<file path="src/rtl/wb_bus_arbiter_if.sv">
// Bundle of every bus signal around the two-master wishbone arbiter.
// The "slave" modport is the arbiter's own view: it answers the two CPU
// masters and drives the shared memory/peripheral bus.
// The "master" modport is the surrounding system: the CPU ports plus the memory bus.
interface wb_bus_arbiter_if #(
    parameter int AW = 16,
    parameter int DW = 16,
    parameter int SW = 4
);
    // master 0: instruction fetch
    logic          m0_cyc_in;
    logic          m0_stb_in;
    logic          m0_we_in;
    logic [AW-1:0] m0_adr_in;
    logic [DW-1:0] m0_data_in;
    logic [SW-1:0] m0_sel_in;
    logic          m0_ack_out;
    logic          m0_err_out;
    logic [DW-1:0] m0_data_out;
    // master 1: load/store
    logic          m1_cyc_in;
    logic          m1_stb_in;
    logic          m1_we_in;
    logic [AW-1:0] m1_adr_in;
    logic [DW-1:0] m1_data_in;
    logic [SW-1:0] m1_sel_in;
    logic          m1_ack_out;
    logic          m1_err_out;
    logic [DW-1:0] m1_data_out;
    // shared slave bus
    logic          s_cyc_out;
    logic          s_stb_out;
    logic          s_we_out;
    logic [AW-1:0] s_adr_out;
    logic [DW-1:0] s_data_out;
    logic [SW-1:0] s_sel_out;
    logic          s_ack_in;
    logic [DW-1:0] s_data_in;
    // one-hot grant {m1,m0}
    logic [1:0]    gnt_out;

    modport slave (
        input  m0_cyc_in, m0_stb_in, m0_we_in, m0_adr_in, m0_data_in, m0_sel_in,
        output m0_ack_out, m0_err_out, m0_data_out,
        input  m1_cyc_in, m1_stb_in, m1_we_in, m1_adr_in, m1_data_in, m1_sel_in,
        output m1_ack_out, m1_err_out, m1_data_out,
        output s_cyc_out, s_stb_out, s_we_out, s_adr_out, s_data_out, s_sel_out,
        input  s_ack_in, s_data_in,
        output gnt_out
    );

    modport master (
        output m0_cyc_in, m0_stb_in, m0_we_in, m0_adr_in, m0_data_in, m0_sel_in,
        input  m0_ack_out, m0_err_out, m0_data_out,
        output m1_cyc_in, m1_stb_in, m1_we_in, m1_adr_in, m1_data_in, m1_sel_in,
        input  m1_ack_out, m1_err_out, m1_data_out,
        input  s_cyc_out, s_stb_out, s_we_out, s_adr_out, s_data_out, s_sel_out,
        output s_ack_in, s_data_in,
        input  gnt_out
    );
endinterface

</file>
<file path="src/rtl/wb_bus_arbiter.sv">
// Two-master round-robin wishbone arbiter with a per-transfer ack watchdog.
// m0 (instruction fetch) and m1 (load/store) share one slave bus. The owner
// keeps the bus until it drops cyc; a strobe that waits TIMEOUT cycles for an
// ack is failed back to its master with a one-cycle error pulse.
module wb_bus_arbiter #(
    parameter int AW      = 16,
    parameter int DW      = 16,
    parameter int SW      = 4,
    parameter int TIMEOUT = 16
) (
    input  logic                 clk,
    input  logic                 reset,
    wb_bus_arbiter_if.slave      bus
);
    localparam int WDW = $clog2(TIMEOUT);

    typedef enum logic [1:0] {
        ST_IDLE = 2'd0,
        ST_BUSY = 2'd1,
        ST_ERR  = 2'd2
    } state_t;

    state_t         r_state;
    logic [1:0]     r_gnt;
    logic           r_last;
    logic [WDW-1:0] r_wdog;

    logic           w_g_cyc;
    logic           w_g_stb;
    logic           w_g_we;
    logic [AW-1:0]  w_g_adr;
    logic [DW-1:0]  w_g_data;
    logic [SW-1:0]  w_g_sel;
    logic           w_busy;
    logic           w_err;

    // Select the request signals of whichever master currently holds the grant.
    always_comb begin
        w_g_cyc  = 1'b0;
        w_g_stb  = 1'b0;
        w_g_we   = 1'b0;
        w_g_adr  = '0;
        w_g_data = '0;
        w_g_sel  = '0;
        if (r_gnt[1]) begin
            w_g_cyc  = bus.m1_cyc_in;
            w_g_stb  = bus.m1_stb_in;
            w_g_we   = bus.m1_we_in;
            w_g_adr  = bus.m1_adr_in;
            w_g_data = bus.m1_data_in;
            w_g_sel  = bus.m1_sel_in;
        end else if (r_gnt[0]) begin
            w_g_cyc  = bus.m0_cyc_in;
            w_g_stb  = bus.m0_stb_in;
            w_g_we   = bus.m0_we_in;
            w_g_adr  = bus.m0_adr_in;
            w_g_data = bus.m0_data_in;
            w_g_sel  = bus.m0_sel_in;
        end else begin
            w_g_cyc  = 1'b0;
        end
    end

    // Timeout fires on the last permitted wait cycle unless the ack arrives then.
    always_comb begin
        w_busy = (r_state == ST_BUSY);
        w_err  = w_busy & w_g_stb & ~bus.s_ack_in & (r_wdog == WDW'(TIMEOUT - 1));
    end

    // Drive the slave bus only while a transfer is live; route acks/data/errors back.
    always_comb begin
        bus.s_cyc_out  = 1'b0;
        bus.s_stb_out  = 1'b0;
        bus.s_we_out   = 1'b0;
        bus.s_adr_out  = '0;
        bus.s_data_out = '0;
        bus.s_sel_out  = '0;
        if (w_busy) begin
            bus.s_cyc_out  = w_g_cyc;
            bus.s_stb_out  = w_g_stb;
            bus.s_we_out   = w_g_we;
            bus.s_adr_out  = w_g_adr;
            bus.s_data_out = w_g_data;
            bus.s_sel_out  = w_g_sel;
        end else begin
            bus.s_cyc_out  = 1'b0;
        end
        bus.m0_ack_out  = w_busy & bus.s_ack_in & r_gnt[0] & bus.m0_stb_in;
        bus.m1_ack_out  = w_busy & bus.s_ack_in & r_gnt[1] & bus.m1_stb_in;
        bus.m0_err_out  = w_err & r_gnt[0];
        bus.m1_err_out  = w_err & r_gnt[1];
        bus.m0_data_out = r_gnt[0] ? bus.s_data_in : '0;
        bus.m1_data_out = r_gnt[1] ? bus.s_data_in : '0;
        bus.gnt_out     = r_gnt;
    end

    // Arbitration FSM: grant, hold until cyc drops, count ack waits, park on error.
    always_ff @(posedge clk) begin
        if (!reset) begin
            r_state <= ST_IDLE;
            r_gnt   <= 2'b00;
            r_last  <= 1'b1;
            r_wdog  <= '0;
        end else begin
            case (r_state)
                ST_IDLE: begin
                    r_wdog <= '0;
                    if (bus.m0_cyc_in && bus.m1_cyc_in) begin
                        // tie: the master that did not win last time goes first
                        r_state <= ST_BUSY;
                        if (r_last) begin
                            r_gnt  <= 2'b01;
                            r_last <= 1'b0;
                        end else begin
                            r_gnt  <= 2'b10;
                            r_last <= 1'b1;
                        end
                    end else if (bus.m0_cyc_in) begin
                        r_state <= ST_BUSY;
                        r_gnt   <= 2'b01;
                        r_last  <= 1'b0;
                    end else if (bus.m1_cyc_in) begin
                        r_state <= ST_BUSY;
                        r_gnt   <= 2'b10;
                        r_last  <= 1'b1;
                    end else begin
                        r_state <= ST_IDLE;
                        r_gnt   <= 2'b00;
                    end
                end
                ST_BUSY: begin
                    if (w_err) begin
                        r_state <= ST_ERR;
                        r_wdog  <= '0;
                    end else if (!w_g_cyc) begin
                        r_state <= ST_IDLE;
                        r_gnt   <= 2'b00;
                        r_wdog  <= '0;
                    end else if (w_g_stb && !bus.s_ack_in) begin
                        r_wdog  <= r_wdog + WDW'(1);
                    end else begin
                        r_wdog  <= '0;
                    end
                end
                ST_ERR: begin
                    r_wdog <= '0;
                    if (!w_g_cyc) begin
                        r_state <= ST_IDLE;
                        r_gnt   <= 2'b00;
                    end else begin
                        r_state <= ST_ERR;
                    end
                end
                default: begin
                    r_state <= ST_IDLE;
                    r_gnt   <= 2'b00;
                    r_last  <= 1'b1;
                    r_wdog  <= '0;
                end
            endcase
        end
    end
endmodule

</file>
<file path="src/flat_wrapper.sv">
// flat-port wrapper written by rule: the top's interface ports become plain ports
module wb_bus_arbiter_flat 
#(
    parameter int AW      = 16,
    parameter int DW      = 16,
    parameter int SW      = 4,
    parameter int TIMEOUT = 16
)
  (clk, reset, bus_m0_cyc_in, bus_m0_stb_in, bus_m0_we_in, bus_m0_adr_in, bus_m0_data_in, bus_m0_sel_in, bus_m0_ack_out, bus_m0_err_out, bus_m0_data_out, bus_m1_cyc_in, bus_m1_stb_in, bus_m1_we_in, bus_m1_adr_in, bus_m1_data_in, bus_m1_sel_in, bus_m1_ack_out, bus_m1_err_out, bus_m1_data_out, bus_s_cyc_out, bus_s_stb_out, bus_s_we_out, bus_s_adr_out, bus_s_data_out, bus_s_sel_out, bus_s_ack_in, bus_s_data_in, bus_gnt_out);
  wb_bus_arbiter_if #(.AW(AW), .DW(DW), .SW(SW)) bus_i ();
  input  logic clk;
  input  logic reset;
  input wire logic [$bits(bus_i.m0_cyc_in)-1:0] bus_m0_cyc_in;
  input wire logic [$bits(bus_i.m0_stb_in)-1:0] bus_m0_stb_in;
  input wire logic [$bits(bus_i.m0_we_in)-1:0] bus_m0_we_in;
  input wire logic [$bits(bus_i.m0_adr_in)-1:0] bus_m0_adr_in;
  input wire logic [$bits(bus_i.m0_data_in)-1:0] bus_m0_data_in;
  input wire logic [$bits(bus_i.m0_sel_in)-1:0] bus_m0_sel_in;
  output wire logic [$bits(bus_i.m0_ack_out)-1:0] bus_m0_ack_out;
  output wire logic [$bits(bus_i.m0_err_out)-1:0] bus_m0_err_out;
  output wire logic [$bits(bus_i.m0_data_out)-1:0] bus_m0_data_out;
  input wire logic [$bits(bus_i.m1_cyc_in)-1:0] bus_m1_cyc_in;
  input wire logic [$bits(bus_i.m1_stb_in)-1:0] bus_m1_stb_in;
  input wire logic [$bits(bus_i.m1_we_in)-1:0] bus_m1_we_in;
  input wire logic [$bits(bus_i.m1_adr_in)-1:0] bus_m1_adr_in;
  input wire logic [$bits(bus_i.m1_data_in)-1:0] bus_m1_data_in;
  input wire logic [$bits(bus_i.m1_sel_in)-1:0] bus_m1_sel_in;
  output wire logic [$bits(bus_i.m1_ack_out)-1:0] bus_m1_ack_out;
  output wire logic [$bits(bus_i.m1_err_out)-1:0] bus_m1_err_out;
  output wire logic [$bits(bus_i.m1_data_out)-1:0] bus_m1_data_out;
  output wire logic [$bits(bus_i.s_cyc_out)-1:0] bus_s_cyc_out;
  output wire logic [$bits(bus_i.s_stb_out)-1:0] bus_s_stb_out;
  output wire logic [$bits(bus_i.s_we_out)-1:0] bus_s_we_out;
  output wire logic [$bits(bus_i.s_adr_out)-1:0] bus_s_adr_out;
  output wire logic [$bits(bus_i.s_data_out)-1:0] bus_s_data_out;
  output wire logic [$bits(bus_i.s_sel_out)-1:0] bus_s_sel_out;
  input wire logic [$bits(bus_i.s_ack_in)-1:0] bus_s_ack_in;
  input wire logic [$bits(bus_i.s_data_in)-1:0] bus_s_data_in;
  output wire logic [$bits(bus_i.gnt_out)-1:0] bus_gnt_out;
  assign bus_i.m0_cyc_in = bus_m0_cyc_in;
  assign bus_i.m0_stb_in = bus_m0_stb_in;
  assign bus_i.m0_we_in = bus_m0_we_in;
  assign bus_i.m0_adr_in = bus_m0_adr_in;
  assign bus_i.m0_data_in = bus_m0_data_in;
  assign bus_i.m0_sel_in = bus_m0_sel_in;
  assign bus_m0_ack_out = bus_i.m0_ack_out;
  assign bus_m0_err_out = bus_i.m0_err_out;
  assign bus_m0_data_out = bus_i.m0_data_out;
  assign bus_i.m1_cyc_in = bus_m1_cyc_in;
  assign bus_i.m1_stb_in = bus_m1_stb_in;
  assign bus_i.m1_we_in = bus_m1_we_in;
  assign bus_i.m1_adr_in = bus_m1_adr_in;
  assign bus_i.m1_data_in = bus_m1_data_in;
  assign bus_i.m1_sel_in = bus_m1_sel_in;
  assign bus_m1_ack_out = bus_i.m1_ack_out;
  assign bus_m1_err_out = bus_i.m1_err_out;
  assign bus_m1_data_out = bus_i.m1_data_out;
  assign bus_s_cyc_out = bus_i.s_cyc_out;
  assign bus_s_stb_out = bus_i.s_stb_out;
  assign bus_s_we_out = bus_i.s_we_out;
  assign bus_s_adr_out = bus_i.s_adr_out;
  assign bus_s_data_out = bus_i.s_data_out;
  assign bus_s_sel_out = bus_i.s_sel_out;
  assign bus_i.s_ack_in = bus_s_ack_in;
  assign bus_i.s_data_in = bus_s_data_in;
  assign bus_gnt_out = bus_i.gnt_out;
  wb_bus_arbiter #(.AW(AW), .DW(DW), .SW(SW), .TIMEOUT(TIMEOUT)) u_core (.clk(clk), .reset(reset), .bus(bus_i));
endmodule
</file>
<file path="config.mk">
export PLATFORM = sky130hd
export DESIGN_NAME = wb_bus_arbiter_flat
export DESIGN_NICKNAME = d
export VERILOG_FILES = /design/src/rtl/wb_bus_arbiter_if.sv /design/src/rtl/wb_bus_arbiter.sv /design/src/flat_wrapper.sv
export SDC_FILE = /design/constraint.sdc
export NUM_CORES = 1
export LEC_CHECK = 0
export ABC_AREA = 1
export CORE_MARGIN = 4
export CORE_UTILIZATION = 30
export DETAILED_ROUTE_END_ITERATION = 10
export GPL_TIMING_DRIVEN = 0
export PLACE_DENSITY_LB_ADDON = 0.15
export SLEW_MARGIN = 20
export SYNTH_ARGS = -nofsm -noshare
export SYNTH_HDL_FRONTEND = slang
export SYNTH_SLANG_ARGS = --single-unit
</file>
<file path="constraint.sdc">
create_clock -name clk -period 3.1 [get_ports clk]
set_input_delay 0.62 -clock clk [delete_from_list [all_inputs] [get_ports clk]]
set_output_delay 0.62 -clock clk [all_outputs]
set_load 0.01 [all_outputs]
</file>
==> results of run 1 <==
==> layout make-up <==
type                    instances  share of cell area (%)
repair buffers                173                    51.6
multi-input cells             207                    31.3
flip-flops and latches          9                    5.37
inverters                      42                    4.70
plain buffers                  15                    3.17
well taps                      67                    2.50
clock buffers                   4                    1.34
==> state kept, by name, indices dropped and copies added (netlist names) <==
register	cells
u_core.r_wdog	4
u_core.r_last	1
u_core.r_state	2
u_core.bus.gnt_out	2
==> worst max-delay path, stage by stage (launching register included) <==
cell and delay, ns:
dfxtp_1 0.33, inv_1 0.10, ha_1 0.27, inv_1 0.13
buf_2 0.21, buf_2 0.20, a21oi_1 0.19, clkdlybuf4s50_1 0.57
==> power breakdown <==
group          internal, W  switching (W)  leakage (nW)  total [W]
Clock            0.0000899      0.0000498        0.0228   0.000140
Sequential        0.000121     0.00000629        0.0734   0.000128
Combinational     0.000237       0.000184          1.35   0.000421
Total             0.000448       0.000240          1.45   0.000688
==> per-stage QoR <==
step           instance area, sq um  hold WS [ns]  power, W  instances  utilization, %
5_1_grt                        3350         0.481  0.000737        517            70.1
2_1_floorplan                  1490         0.418  0.000303        273               -
6_report                       3350         0.459  0.000688        517            70.1
3_5_place_dp                   3310         0.446  0.000551        513            69.1
4_1_cts                        3350         0.457  0.000697        517            70.1
3_3_place_gp                   3310         0.435  0.000545        513            69.1
==> how the worst min path moves through the flow <==
stage | end | start
3_5_place_dp | u_core.r_wdog[0] | u_core.r_wdog[0]
5_1_grt | u_core.r_wdog[0] | u_core.r_wdog[0]
2_1_floorplan | u_core.r_wdog[0] | u_core.r_wdog[0]
6_report | u_core.r_wdog[0] | u_core.r_wdog[0]
4_1_cts | u_core.r_wdog[0] | u_core.r_wdog[0]
3_3_place_gp | u_core.r_wdog[0] | u_core.r_wdog[0]
==> layout by cell type, fill, tap and decap left out, types with 2 or more instances in the layout <==
cell / synthesis / routed
clkdlybuf4s50_1: 0 / 173
nand2_1: 112 / 112
inv_1: 41 / 41
a21oi_1: 32 / 32
nor2_1: 15 / 15
nand2_2: 12 / 12
buf_2: 10 / 10
a21oi_2: 10 / 10
dfxtp_1: 9 / 9
nand3_1: 6 / 6
buf_6: 5 / 5
ha_1: 5 / 5
clkbuf_8: 0 / 3
nand3_4: 2 / 2
nand2_4: 2 / 2
==> routing by layer <==
metal  share of wire (%)  vias to the layer above  global-route usage [%]
li1                    -                     1181                       -
met2                  52                       92                    44.1
met5                   0                        -                       0
met1                  39                      999                    24.5
met3                 7.3                       14                    5.50
met4                 1.9                        0                    6.29
==> synth_stat cells <==
cell	n	area (sq um)
a21oi_1	32	160
a21oi_2	10	87.6
buf_2	10	50.1
buf_6	5	56.3
dfxtp_1	9	180
ha_1	5	62.6
inv_1	41	154
inv_2	1	3.75
nand2_1	112	420
nand2_2	12	75.1
nand2_4	2	22.5
nand2b_1	1	6.26
nand3_1	6	30.0
nand3_4	2	35.0
nand4_2	1	12.5
nor2_1	15	56.3
nor2_4	1	11.3
nor2_8	1	20.0
o211ai_1	1	7.51
o21ai_0	1	5.00
o21ai_1	1	5.00
o21bai_1	1	7.51
or2_2	1	6.26
xnor2_1	1	8.76
xor2_1	1	8.76
==> logic make-up (layout without fill, tap and decap cells) <==
| logic type | count (synthesis) | count (layout) | share of synthesized area [%] |
|---|---|---|---|
| simple gates | 154 | 154 | 46.6 |
| buf+inv | 57 | 234 | 17.7 |
| compound gates | 46 | 46 | 18.3 |
| flops | 9 | 9 | 12.1 |
| fa+ha+maj | 5 | 5 | 4.19 |
| xor+xnor | 2 | 2 | 1.17 |
==> flow_summary.json, run 1 <==
{
  "ir_drop_mv": 0.216,
  "cts_resized": 0,
  "grt.total_usage_pct": 22.9,
  "die_w_um": 78.5,
  "status": "finished, final reports clean",
  "period_needed_ns": 2.87,
  "drc": 0,
  "hold_viol": 0,
  "synth_seq_cells": 9,
  "fp.coreArea_sq_um": 4790,
  "worst_slack_ns": 0.235,
  "insertion_delay_ns": 0.23,
  "regArea_sq_um": 180,
  "grt_pass1_vias": 2241,
  "cts_tree": "done",
  "period_share_pct": 92.4,
  "cap_violations": 0,
  "gp_congestion": 0.887,
  "critPathKind": "flop to primary output",
  "dp_hpwl_um": 6200,
  "avgSynthCellArea_sq_um": 5.47,
  "hold_buffers": 0,
  "grt_max_degree": 11,
  "fmax_mhz": 349,
  "cts_sinks": 9,
  "syn_area_sq_um": 1490,
  "clockBufferDepth": 2,
  "rsz0062_at_grt": "no",
  "clk_pin_slew_ns": 0.05,
  "start_util_pct": 31.2,
  "skew_ns": 0.00123,
  "cp.arrival_ns": 2.25,
  "dieArea_sq_um": 6170,
  "cp-start-kind": "flop",
  "cts-buffers-inserted": 3,
  "dr_total_vias": 2286,
  "fp.dieH_um": 78.5,
  "yosysWarnings": 0,
  "drtPass1Iterations": 4,
  "critPathLaunch": "u_core.r_state[1]",
  "cts_max_level": 1,
  "hold_path_class": "flop to flop",
  "finalMaxSlewViolations": 0,
  "nFillCells": 420,
  "post-cts-setup-buffer-count": 0,
  "syn-num-nets": 375,
  "ff2ff_path_depth": 6,
  "drt_wl_total_um": 7230,
  "ys_types": 25,
  "endpoint_kind": "primary output",
  "via_per_inst": 4.42,
  "drive_gt1_share_pct": 10.9,
  "r2r_end": "u_core.r_wdog[0]",
  "wl_per_cell_um": 14.0,
  "pin_count": 174,
  "antenna_found_initial": 0,
  "place_ws_ns": 0.252,
  "tns_ns": 0,
  "r2r_slack_ns": 1.73,
  "nets": 553,
  "endpoint": "bus_s_data_out[13]",
  "grt_overflow": 0,
  "syn_inst": 273,
  "clockRootBuffer": "clkbuf_8",
  "rows": 25,
  "ys_seq_area_share_pct": 12.1,
  "finalSetupViolCount": 0,
  "slew_headroom_pct": 80.2,
  "port_buffers": 173,
  "synthToLayoutAreaGrowth_pct": 125,
  "multi_input_area_sq_um": 1050,
  "antenna_cells": 0,
  "r2r_start": "u_core.r_state[1]",
  "power_leakage_nw": 1.45,
  "tightest_slew_ns": 0.297,
  "drt_iter0_drc": 78,
  "grt_pass1_wl_um": 11400,
  "crit_fanout": 10,
  "power_density_nw_per_um2": 205,
  "antenna_left": 0,
  "worst_ep_required_time_ns": 2.48,
  "hold_depth": 1
}
Power figures use the tool's default switching activity.
==> run 2, diff against run 1 <==
--- a/config.mk
+++ b/config.mk
@@ -6,8 +6,10 @@
 export NUM_CORES = 1
 export LEC_CHECK = 0
 export ABC_AREA = 1
+export CELL_PAD_IN_SITES_DETAIL_PLACEMENT = 0
+export CELL_PAD_IN_SITES_GLOBAL_PLACEMENT = 1
 export CORE_MARGIN = 4
-export CORE_UTILIZATION = 30
+export CORE_UTILIZATION = 17
 export DETAILED_ROUTE_END_ITERATION = 10
 export GPL_TIMING_DRIVEN = 0
 export PLACE_DENSITY_LB_ADDON = 0.15
==> run 2 against run 1 <==
- clock-buffer cell count is the same
- sequential power about the same
- combinational power about the same
- wire length increased by 0.65%
- critical path depth did not move
- clock power shrank 3%
- core utilization shrank 29 points
- maximum frequency up 0.83%
- power decreased by 0.42%
- register-to-register slack improved by 0.02 ns
- sequential share of layout area down 0.075 points
- largest cell class unchanged
- highest routed layer is now met3
==> flow_summary.json, run 2 (synthesis gave the netlist of run 1 again) <==
{
  "synthToLayoutAreaGrowth_pct": 128,
  "status": "finished, final reports clean",
  "cts_resized": 0,
  "port_buffers": 173,
  "min_from": "u_core.r_wdog[0]",
  "cap_violations": 0,
  "clk_pin_slew_ns": 0.05,
  "drt_wl_total_um": 7270,
  "period_needed_ns": 2.84,
  "clockBufferDepth": 2,
  "drive_gt1_share_pct": 10.9,
  "ir_drop_mv": 0.187,
  "finalMaxSlewViolations": 0,
  "drt_iter0_drc": 40,
  "cp_slowest_cell": "clkdlybuf4s50_1",
  "cts-buffers-inserted": 3,
  "final_common_cell": "clkdlybuf4s50_1",
  "rsz0062_at_grt": "no",
  "largest_reg_flops": 4,
  "drc": 0,
  "post-cts-setup-buffer-count": 0,
  "cts_max_level": 1,
  "hold_viol": 0,
  "grt.total_usage_pct": 12.8,
  "die_w_um": 102,
  "cp.arrival_ns": 2.22,
  "slew_headroom_pct": 79.6,
  "insertion_delay_ns": 0.23,
  "antenna_cells": 0,
  "rows": 33,
  "skew_ns": 0.00536,
  "grt_pass1_vias": 2175,
  "finalSetupViolCount": 0,
  "critPathKind": "flop to primary output",
  "antenna_left": 0,
  "path_cells": "inv_1, ha_1, inv_1, buf_2, buf_2, a21oi_1, clkdlybuf4s50_1",
  "dieArea_sq_um": 10300,
  "crit_path_max_incr_delay_ns": 0.56,
  "fmax_mhz": 352,
  "endpoint_kind": "primary output",
  "grt_max_degree": 11,
  "gp_congestion": 0.733,
  "final_cell_mix": "clkdlybuf4s50_1, nand2_1, inv_1",
  "crit_fanout": 10,
  "top_register": "u_core.r_wdog",
  "hold_path_class": "flop to flop",
  "drtPass1Iterations": 4,
  "tightest_slew_ns": 0.307,
  "dr_total_vias": 2236,
  "power_leakage_nw": 1.45,
  "via_per_inst": 4.03,
  "wl_per_cell_um": 13.1,
  "r2r_start": "u_core.r_state[1]",
  "antenna_found_initial": 0,
  "r2r_end": "u_core.r_wdog[2]",
  "grt_overflow": 0,
  "instances_no_fill": 555,
  "clockRootBuffer": "clkbuf_8",
  "fp.dieH_um": 102,
  "fp.coreArea_sq_um": 8380,
  "dp_cells": 551,
  "tns_ns": 0,
  "hold_depth": 1,
  "cts_tree": "done",
  "power_density_nw_per_um2": 201,
  "cp-start-kind": "flop",
  "worst_ep_required_time_ns": 2.48,
  "hold_buffers": 0,
  "cts_sinks": 9,
  "pin_count": 174,
  "grt_pass1_wl_um": 10900,
  "dp_hpwl_um": 6070,
  "nFillCells": 900,
  "ff2ff_path_depth": 6,
  "start_util_pct": 17.8,
  "period_share_pct": 91.7,
  "r2r_slack_ns": 1.75,
  "whs_endpoint": "u_core.r_wdog[0]",
  "nets": 553
}
-- run 2: cell counts in the layout (fill, tap and decap cells not counted) --
No cell type changed its count.
-- run 2: cell type report --
cell class	instances	area [sq um]	share of cell area [%]
buffer	15	106	3.13
timing repair buffer	173	1730	50.9
sequential	9	180	5.30
inverter	42	158	4.64
multi-input combinational	207	1050	30.8
clock buffer	4	45.0	1.32
tap	105	131	3.86
-- run 2: metrics by stage --
step | power, W | utilization, % | setup slack, ns | area [sq um] | hold slack (ns)
finish | 0.000685 | 40.6 | 0.258 | 3400 | 0.444
global route | 0.000735 | 40.6 | 0.148 | 3400 | 0.475
CTS | 0.000695 | 40.6 | 0.249 | 3400 | 0.451
detailed placement | 0.000557 | 40.0 | 0.292 | 3360 | 0.443
global placement | 0.000555 | 40.0 | 0.261 | 3360 | 0.431
floorplan | 0.000303 | - | 1.22 | 1490 | 0.418
-- run 2: routing by layer --
layer / up-vias / global-route usage [%] / wire length, um
met5: - / 0 / 0
met4: 0 / 0.613 / 0
met3: 0 / 1.93 / 648
met2: 88 / 24.7 / 3650
met1: 969 / 15.5 / 2980
li1: 1179 / - / -
-- run 2: worst max-delay path by stage --
stage | startpoint | endpoint | slack (ns) | cells past startpoint
CTS | u_core.r_state[1] | bus_s_sel_out[2] | 0.25 | 7
finish | u_core.r_state[1] | bus_s_adr_out[13] | 0.26 | 7
detailed placement | bus_s_ack_in | bus_m0_err_out | 0.29 | 7
global route | u_core.r_state[1] | bus_s_data_out[7] | 0.15 | 7
global placement | bus_s_ack_in | bus_m0_err_out | 0.26 | 7
floorplan | u_core.r_state[1] | bus_s_adr_out[13] | 1.22 | 6
-- run 2: worst max-delay path: cells and delay by family (launching register included) --
family | cells | cell delay [ns]
AOI/OAI and AO/OA | 1 | 0.17
adders and majority gates | 1 | 0.26
buffers and inverters | 5 | 1.23
DFF | 1 | 0.32
-- run 2: where the power goes --
group / leakage, nW / total, W / switching (W) / internal (W)
Sequential: 0.0734 / 0.000128 / 0.00000624 / 0.000121
Combinational: 1.35 / 0.000421 / 0.000185 / 0.000237
Clock: 0.0228 / 0.000136 / 0.0000464 / 0.0000897
